<file path="src/rtl/md_rx_source.sv">
// MD RX initiator: buffers upstream requests in a small FIFO and presents
// them on the MD RX port with valid/field hold-until-ready semantics.
// Completed transfers and responder errors are counted for status readout.
module md_rx_source #(
    parameter int ALGN_DATA_WIDTH = 32,
    parameter int BUS_BYTES       = ALGN_DATA_WIDTH / 8,
    parameter int OFFSET_W        = (BUS_BYTES > 1) ? $clog2(BUS_BYTES) : 1,
    parameter int SIZE_W          = $clog2(BUS_BYTES) + 1,
    parameter int FIFO_DEPTH      = 4,
    parameter int CNT_W           = 16
) (
    input  logic                       clk,
    input  logic                       reset_n,
    input  logic                       req_valid,
    output logic                       req_ready,
    input  logic [ALGN_DATA_WIDTH-1:0] req_data,
    input  logic [OFFSET_W-1:0]        req_offset,
    input  logic [SIZE_W-1:0]          req_size,
    output logic                       md_rx_valid,
    output logic [ALGN_DATA_WIDTH-1:0] md_rx_data,
    output logic [OFFSET_W-1:0]        md_rx_offset,
    output logic [SIZE_W-1:0]          md_rx_size,
    input  logic                       md_rx_ready,
    input  logic                       md_rx_err,
    input  logic                       clr_cnt,
    output logic [CNT_W-1:0]           xfer_cnt,
    output logic [CNT_W-1:0]           err_cnt,
    output logic                       proto_viol,
    output logic                       idle
);

    localparam int AW = $clog2(FIFO_DEPTH);

    typedef struct packed {
        logic [ALGN_DATA_WIDTH-1:0] data;
        logic [OFFSET_W-1:0]        offset;
        logic [SIZE_W-1:0]          size;
    } req_t;

    req_t        mem [FIFO_DEPTH];
    logic [AW:0] wr_ptr, rd_ptr;   // extra MSB separates full from empty
    logic        rdy_en;           // holds req_ready low until the first edge after reset
    logic        fifo_full, fifo_empty;
    logic        push, pop, xfer_done;
    req_t        stage;
    logic        stage_vld;

    assign fifo_empty = (wr_ptr == rd_ptr);
    assign fifo_full  = (wr_ptr[AW] != rd_ptr[AW]) && (wr_ptr[AW-1:0] == rd_ptr[AW-1:0]);

    // req_ready only depends on registered state, so no path from req_valid
    assign req_ready = rdy_en && !fifo_full;
    assign push      = req_valid && req_ready;
    assign xfer_done = stage_vld && md_rx_ready;
    // stage refills when empty or when its current transfer leaves this edge
    assign pop       = !fifo_empty && (!stage_vld || xfer_done);

    assign md_rx_valid  = stage_vld;
    assign md_rx_data   = stage.data;
    assign md_rx_offset = stage.offset;
    assign md_rx_size   = stage.size;
    assign idle         = fifo_empty && !stage_vld;

    // ready enable comes up one edge after reset release
    always_ff @(posedge clk or negedge reset_n) begin
        if (!reset_n) rdy_en <= 1'b0;
        else          rdy_en <= 1'b1;
    end

    // FIFO storage; contents are don't-care while the pointers say empty
    always_ff @(posedge clk) begin
        if (push) mem[wr_ptr[AW-1:0]] <= '{data: req_data, offset: req_offset, size: req_size};
    end

    // FIFO pointers, wrapping modulo FIFO_DEPTH in the low bits
    always_ff @(posedge clk or negedge reset_n) begin
        if (!reset_n) begin
            wr_ptr <= '0;
            rd_ptr <= '0;
        end else begin
            if (push) wr_ptr <= wr_ptr + 1'b1;
            if (pop)  rd_ptr <= rd_ptr + 1'b1;
        end
    end

    // output stage: load from FIFO head, hold while stalled, drop after last completion
    always_ff @(posedge clk or negedge reset_n) begin
        if (!reset_n) begin
            stage_vld <= 1'b0;
            stage     <= '0;
        end else if (pop) begin
            stage_vld <= 1'b1;
            stage     <= mem[rd_ptr[AW-1:0]];
        end else if (xfer_done) begin
            stage_vld <= 1'b0;
        end
    end

    // saturating statistics; clear wins over any same-cycle update
    always_ff @(posedge clk or negedge reset_n) begin
        if (!reset_n) begin
            xfer_cnt   <= '0;
            err_cnt    <= '0;
            proto_viol <= 1'b0;
        end else if (clr_cnt) begin
            xfer_cnt   <= '0;
            err_cnt    <= '0;
            proto_viol <= 1'b0;
        end else begin
            if (xfer_done && (xfer_cnt != '1))             xfer_cnt <= xfer_cnt + 1'b1;
            if (xfer_done && md_rx_err && (err_cnt != '1)) err_cnt  <= err_cnt + 1'b1;
            if (md_rx_err && !xfer_done)                   proto_viol <= 1'b1;
        end
    end

endmodule

</file>
<file path="config.mk">
export PLATFORM = sky130hd
export DESIGN_NAME = md_rx_source
export DESIGN_NICKNAME = d
export VERILOG_FILES = /design/src/rtl/md_rx_source.sv
export SDC_FILE = /design/constraint.sdc
export NUM_CORES = 1
export LEC_CHECK = 0
export ABC_AREA = 1
export CAP_MARGIN = 40
export CORE_MARGIN = 2
export CORE_UTILIZATION = 50
export DETAILED_ROUTE_END_ITERATION = 7
export MAX_ROUTING_LAYER = met4
export PLACE_DENSITY = 0.8
export RECOVER_POWER = 50
export SLEW_MARGIN = 40
export SYNTH_ARGS = -nofsm -noshare
export SYNTH_HDL_FRONTEND = slang
export SYNTH_SLANG_ARGS = --single-unit
export TNS_END_PERCENT = 100
</file>
<file path="constraint.sdc">
create_clock -name clk -period 7.55 [get_ports clk]
set_input_delay 1.51 -clock clk [delete_from_list [all_inputs] [get_ports clk]]
set_output_delay 1.51 -clock clk [all_outputs]
set_load 0.02 [all_outputs]
</file>
Word-level counts from Yosys, hierarchy flattened
Memories as Yosys holds them, arrays and structs flattened. A register that Yosys moved wholly into a read port is not among the register bits.
Index checks and enable logic that the tools add are counted.
{ "classes": {"addsub": 4, "eq_ne": 5, "muxes": 10, "reduce_logical": 20} }
{ "ops": {"columns": ["cell", "n"], "rows": [
  ["$mux 16", 4],
  ["$add 16x1->16 const B", 2],
  ["$ne 16x16->1 const B", 2],
  ["$logic_and 1x1->1", 10],
  ["$reduce_bool 2->1", 4],
  ["$add 3x1->3 const B", 2],
  ["$mux 1", 6],
  ["$logic_not 1->1", 5],
  ["$eq 3x3->1", 1],
  ["$eq 2x2->1", 1],
  ["$logic_or 1x1->1", 1],
  ["$ne 1x1->1", 1]
]} }
{ "totals": {"ff_bits": 41, "mem_bits_rw": 148, "output_inout_bits": 73, "n_memories": 1} }
{ "mem_list": {"columns": ["memory", "depth", "word_bits", "rd", "rd_clocked_by_memory_dff", "wr", "line_no", "text"], "rows": [
  ["mem", 4, 37, 1, 1, 1, "40", "req_t mem [FIFO_DEPTH];"]
]} }

Depth between registers and ports, before layout
{ "depth": {"ltp_word": 7, "ltp_mapped": 10} }

Worst setup path after synthesis
Ideal clock, no wire load.
{ "synth_path": {"path_kind": "input to register", "from": "input port req_valid", "to": "memory mem[0][0] in the netlist's numbering (enable)", "setup_ns": 0.431, "arrival_ns": 3.325, "path_slack_ns": 3.793, "path_stages": 2, "n_path_buf": 0, "cell_sequence": "nand3_1 -> nor2_1"} }
{ "synth_between": {"elab_chain_len": 3} }
{ "synth_lines": {"columns": ["item", "line_no", "text"], "rows": [
  ["from (decl)", "14", "input logic req_valid,"],
  ["$logic_and 1x1->1", "53", "assign push = req_valid && req_ready;"],
  ["$mux 1", "72", "if (push) mem[wr_ptr[AW-1:0]] <= '{data: req_data, offset: req_offset, size: req_size};"],
  ["$mux 1 (implied by the code)", "72", null],
  ["to (decl)", "40", null]
]} }
No other way between the ends.

==> impl.org <==
** STA
- The worst pin sits at a relative slew slack of -0.537.
- Setup violations remaining at the end of the flow were counted as 0.
- Total negative setup slack :: 0 ns
- The final max-slew violation count came to 81.
- Setup slack after layout :: 2.90 ns
- Setup repair after global routing left no endpoint under its margin.
- For this run, the top clock speed supported by timing is 215 MHz.
- Total count of hold-check failures in the final report :: 0
- The smallest clock period supported by the final layout is computed as 4.65 ns.
- Fin Clk Skew :: 0.0294 ns
- In the finished design, the share of the clock period the worst path needs comes to 0.616.
- Pin slew with the least headroom to its limit :: 2.31 ns

** Drt
- For this block, the initial DRC count from the detailed router was 587.
- The routed design has 20600 um of wire.
- The detail route stage leaves a number of antenna-violating nets equal to 0.
- Post-DR vias/cell :: 5.30
- Mean routed wirelength per cell :: 15.9 um
- First-pass iteration count of the detailed router :: 5
- Total vias in the final route :: 6876
- After detailed routing, the number of remaining DRC violations is 0.

** Finish
- After routing the design area is 12000 sq um.
- Fraction of layout instances using a drive strength above 1 :: 0.0667
- Layout Nets :: 1096
- # fillers :: 1436
- Ant. Diodes :: 0
- Non-filler cells in the finished layout :: 1298
- The area growth from synthesis to layout is 25.0%.

** Global route
- The via count of the first global-routing pass came to 6547.
- For met3 alone, demand over resource in global routing was 0.0293.
- Met2 layer usage reported by global route :: 0.343
- met2 is the most crowded layer.
- Global route total overflow :: 0
- The initial antenna violation count is 1.
- Overall global routing resource usage :: 0.212
- Entering global routing, the biggest net connects 79 pins.
- Met1 track demand over resource :: 0.285
- The first global-routing pass estimated 33100 um of wire.

** Run
- Max_cap viols :: 2

** Floorplanning
- The die is 142 um tall.
- Initial Utilization :: 0.510
- In this run the count of I/O pins placed on the die edge is 116.
- The floorplan step defined a die boundary enclosing 20300 sq um.
- Std-Cell Rows :: 50
- Area inside the core boundary :: 18800 sq um
- Die extent in x :: 142 um

** Synth
- Dominant cells by area after synthesis :: sky130_fd_sc_hd__edfxtp_1 (46%), sky130_fd_sc_hd__dfrtp_1 (20%), sky130_fd_sc_hd__nand2_1 (9.0%), sky130_fd_sc_hd__nor2_1 (6.0%), sky130_fd_sc_hd__o21ai_0 (5.4%)
- Main synth FF type :: sky130_fd_sc_hd__edfxtp_1
- When the netlist entered floorplanning its net count stood at 980.
- Yosys printed 0 warnings.
- The share of synthesized area in the top cell type comes to 0.464.
- Of all flip-flops after synthesis, the portion carrying an async set or reset was 0.345.
- Synthesis instantiated 27 different standard cells from the library.
- Top cell types by occurrence after synthesis :: sky130_fd_sc_hd__nand2_1 (230), sky130_fd_sc_hd__nor2_1 (153), sky130_fd_sc_hd__edfxtp_1 (148)
- Cell area after synthesis :: 9570 sq um
- Post-Synthesis Mean Instance Area :: 10.3 sq um
- The synthesized design spends more area on one cell type than any other, namely sky130_fd_sc_hd__edfxtp_1.
- For this run, the register share of the synthesized area comes to 0.668.
- Number of enable-type register cells in the synthesized netlist :: 148
- sky130_fd_sc_hd__nand2_1 is the most common cell in the netlist.
- After synthesis the netlist holds a flip-flop and latch count of 226.
- Counting every instance in the synthesized netlist gives 930.

** Worst setup path
- Worst reg2reg path startpoint :: rd_ptr[1]
- At the worst endpoint, the arrival time is 4.62 ns.
- STA classifies the critical path startpoint as an input port.
- STA puts the critical path data required time at 7.51 ns.
- On the critical path the largest part of the delay comes from buffers and inverters.
- Cell Chain, Critical Path :: clkbuf_1 -> clkbuf_1
- CP Buf/Inv Count :: 2
- Critical path's slowest cell :: sky130_fd_sc_hd__clkbuf_1
- Crit path top cell by count :: sky130_fd_sc_hd__clkbuf_1
- Setup crit end kind :: asynchronous set/reset pin
- Launch point of the worst path :: reset_n
- The worst setup path is of the input port to asynchronous set/reset pin kind.
- In this run the worst path has a maximum fanout of 42.
- In this design, the stage delay of the slowest critical-path cell is 1.73 ns.

** Place
- DP Wirelength :: 12900 um
- At the placement stage, the worst setup path has a slack of 3.72 ns.
- At the end of routability-driven placement, the weighted congestion stood at 0.890.
- Counting tap cells, the placed design contains a total of 1253 instances.
- In this run the cell area measured after placement is 11100 sq um.
- Buffers added on ports :: 115

** Status
- The flow ran to the end, but the final reports show violations.
- Failing checks :: capacitance limit, slew limit

** Hold path
- In this run the most critical hold path is launched from md_rx_data[6].
- The worst hold path belongs to the class flop to flop.

** Power
- Cell area power density :: 363 nW/um^2
- Across the VDD grid, the largest voltage drop is 0.223 mV.
- Leakage :: 4.81 nW

** Clock tree
- In this run the clock root is driven by a sky130_fd_sc_hd__clkbuf_16.
- In this run the number of H-tree levels came out at 1.
- For the worst-skew pair, the clock arrives at the later sink with an insertion delay of 0.53 ns.
- TritonCTS built the clock tree.
- After clock tree synthesis, the flow added hold-fix buffers numbering 0.
- Clock tree sinks :: 226
- Deepest clock path buffer count :: 3
- Number of gates resized after cts :: 0
- Clock-pin slew reported for the worst setup and hold paths after clock tree synthesis :: 0.06 ns
- The number of clock buffers added by TritonCTS is 24.
- Post-CTS timing repair inserted 0 buffers for setup.
==> state kept, by name, indices dropped and copies added (netlist names) <==
name,flops
rd_ptr,3
md_rx_offset,2
err_cnt,16
rdy_en,1
md_rx_size,3
md_rx_data,32
mem,148
proto_viol,1
xfer_cnt,16
wr_ptr,3
md_rx_valid,1
==> stage by stage <==
step	hold slack [ns]	util	power [mW]
2_1_floorplan	0.512	-	2.57
3_3_place_gp	0.456	0.581	3.04
3_5_place_dp	0.457	0.593	3.14
4_1_cts	0.473	0.639	4.38
5_1_grt	0.496	0.637	4.59
6_report	0.472	0.637	4.35
==> final timing paths <==
check                      slack [ns]             to  cells after the start
max                              2.90      rd_ptr[1]                      2
min                              0.47  md_rx_data[6]                      2
max reg2reg                      4.69     mem[2][22]                      7
min reg2reg                      0.47  md_rx_data[6]                      2
max in group clk                 3.15           idle                      6
min in group asynchronous        1.53     err_cnt[5]                      1
==> power by group <==
part           internal, mW  switching (mW)
clock                 0.759           0.480
combinational         0.523           0.933
sequential             1.55          0.0994
==> layout by cell type, fill, tap and decap left out, drive strengths merged <==
master / Yosys / routed
bufinv: 0 / 4
buf: 19 / 14
nand3b: 4 / 4
nand4: 8 / 8
edfxtp: 148 / 148
a21oi: 1 / 1
nor2: 161 / 161
o21bai: 1 / 1
clkinvlp: 0 / 1
clkinv: 0 / 8
clkdlybuf4s50: 0 / 75
o21ai: 116 / 116
xor2: 11 / 11
conb: 1 / 1
nand2: 233 / 233
nor3: 3 / 3
dlygate4sd3: 0 / 39
ha: 7 / 7
dfrtp: 78 / 78
nand3: 65 / 65
clkbuf: 21 / 33
inv: 46 / 46
xnor2: 7 / 7
==> worst min-delay path: cells and delay by family, from the launching register on <==
family | cells | cell delay (ns)
flops | 1 | 0.34
simple gates | 2 | 0.11
==> final cells by class <==
class	instances	area, sq um	share of cell area
Multi-Input combinational cell	618	2830	0.237
Inverter	46	173	0.0144
Clock buffer	31	657	0.0549
Timing Repair Buffer	130	1410	0.118
Sequential cell	226	6400	0.535
Tap cell	234	293	0.0245
Clock inverter	13	203	0.0169
==> logic make-up (layout without fill, tap and decap cells) <==
family                     after synthesis  in the layout  synth area share
DFF                                    226            226             0.668
adders and majority gates                7              7           0.00915
AOI/OAI and AO/OA                      118            118            0.0620
xor gates and xnor gates                18             18            0.0165
buffers and inverters                   86            220            0.0373
and+or+nand+nor                        474            474             0.206
other                                    1              1          0.000392
==> per-layer routing <==
metal / routed length, um / part of all wire
met1: 8790 / 0.43
met5: 0 / 0
met3: 1440 / 0.070
met2: 9950 / 0.48
met4: 418 / 0.020
(Power assumes the default switching activity.)
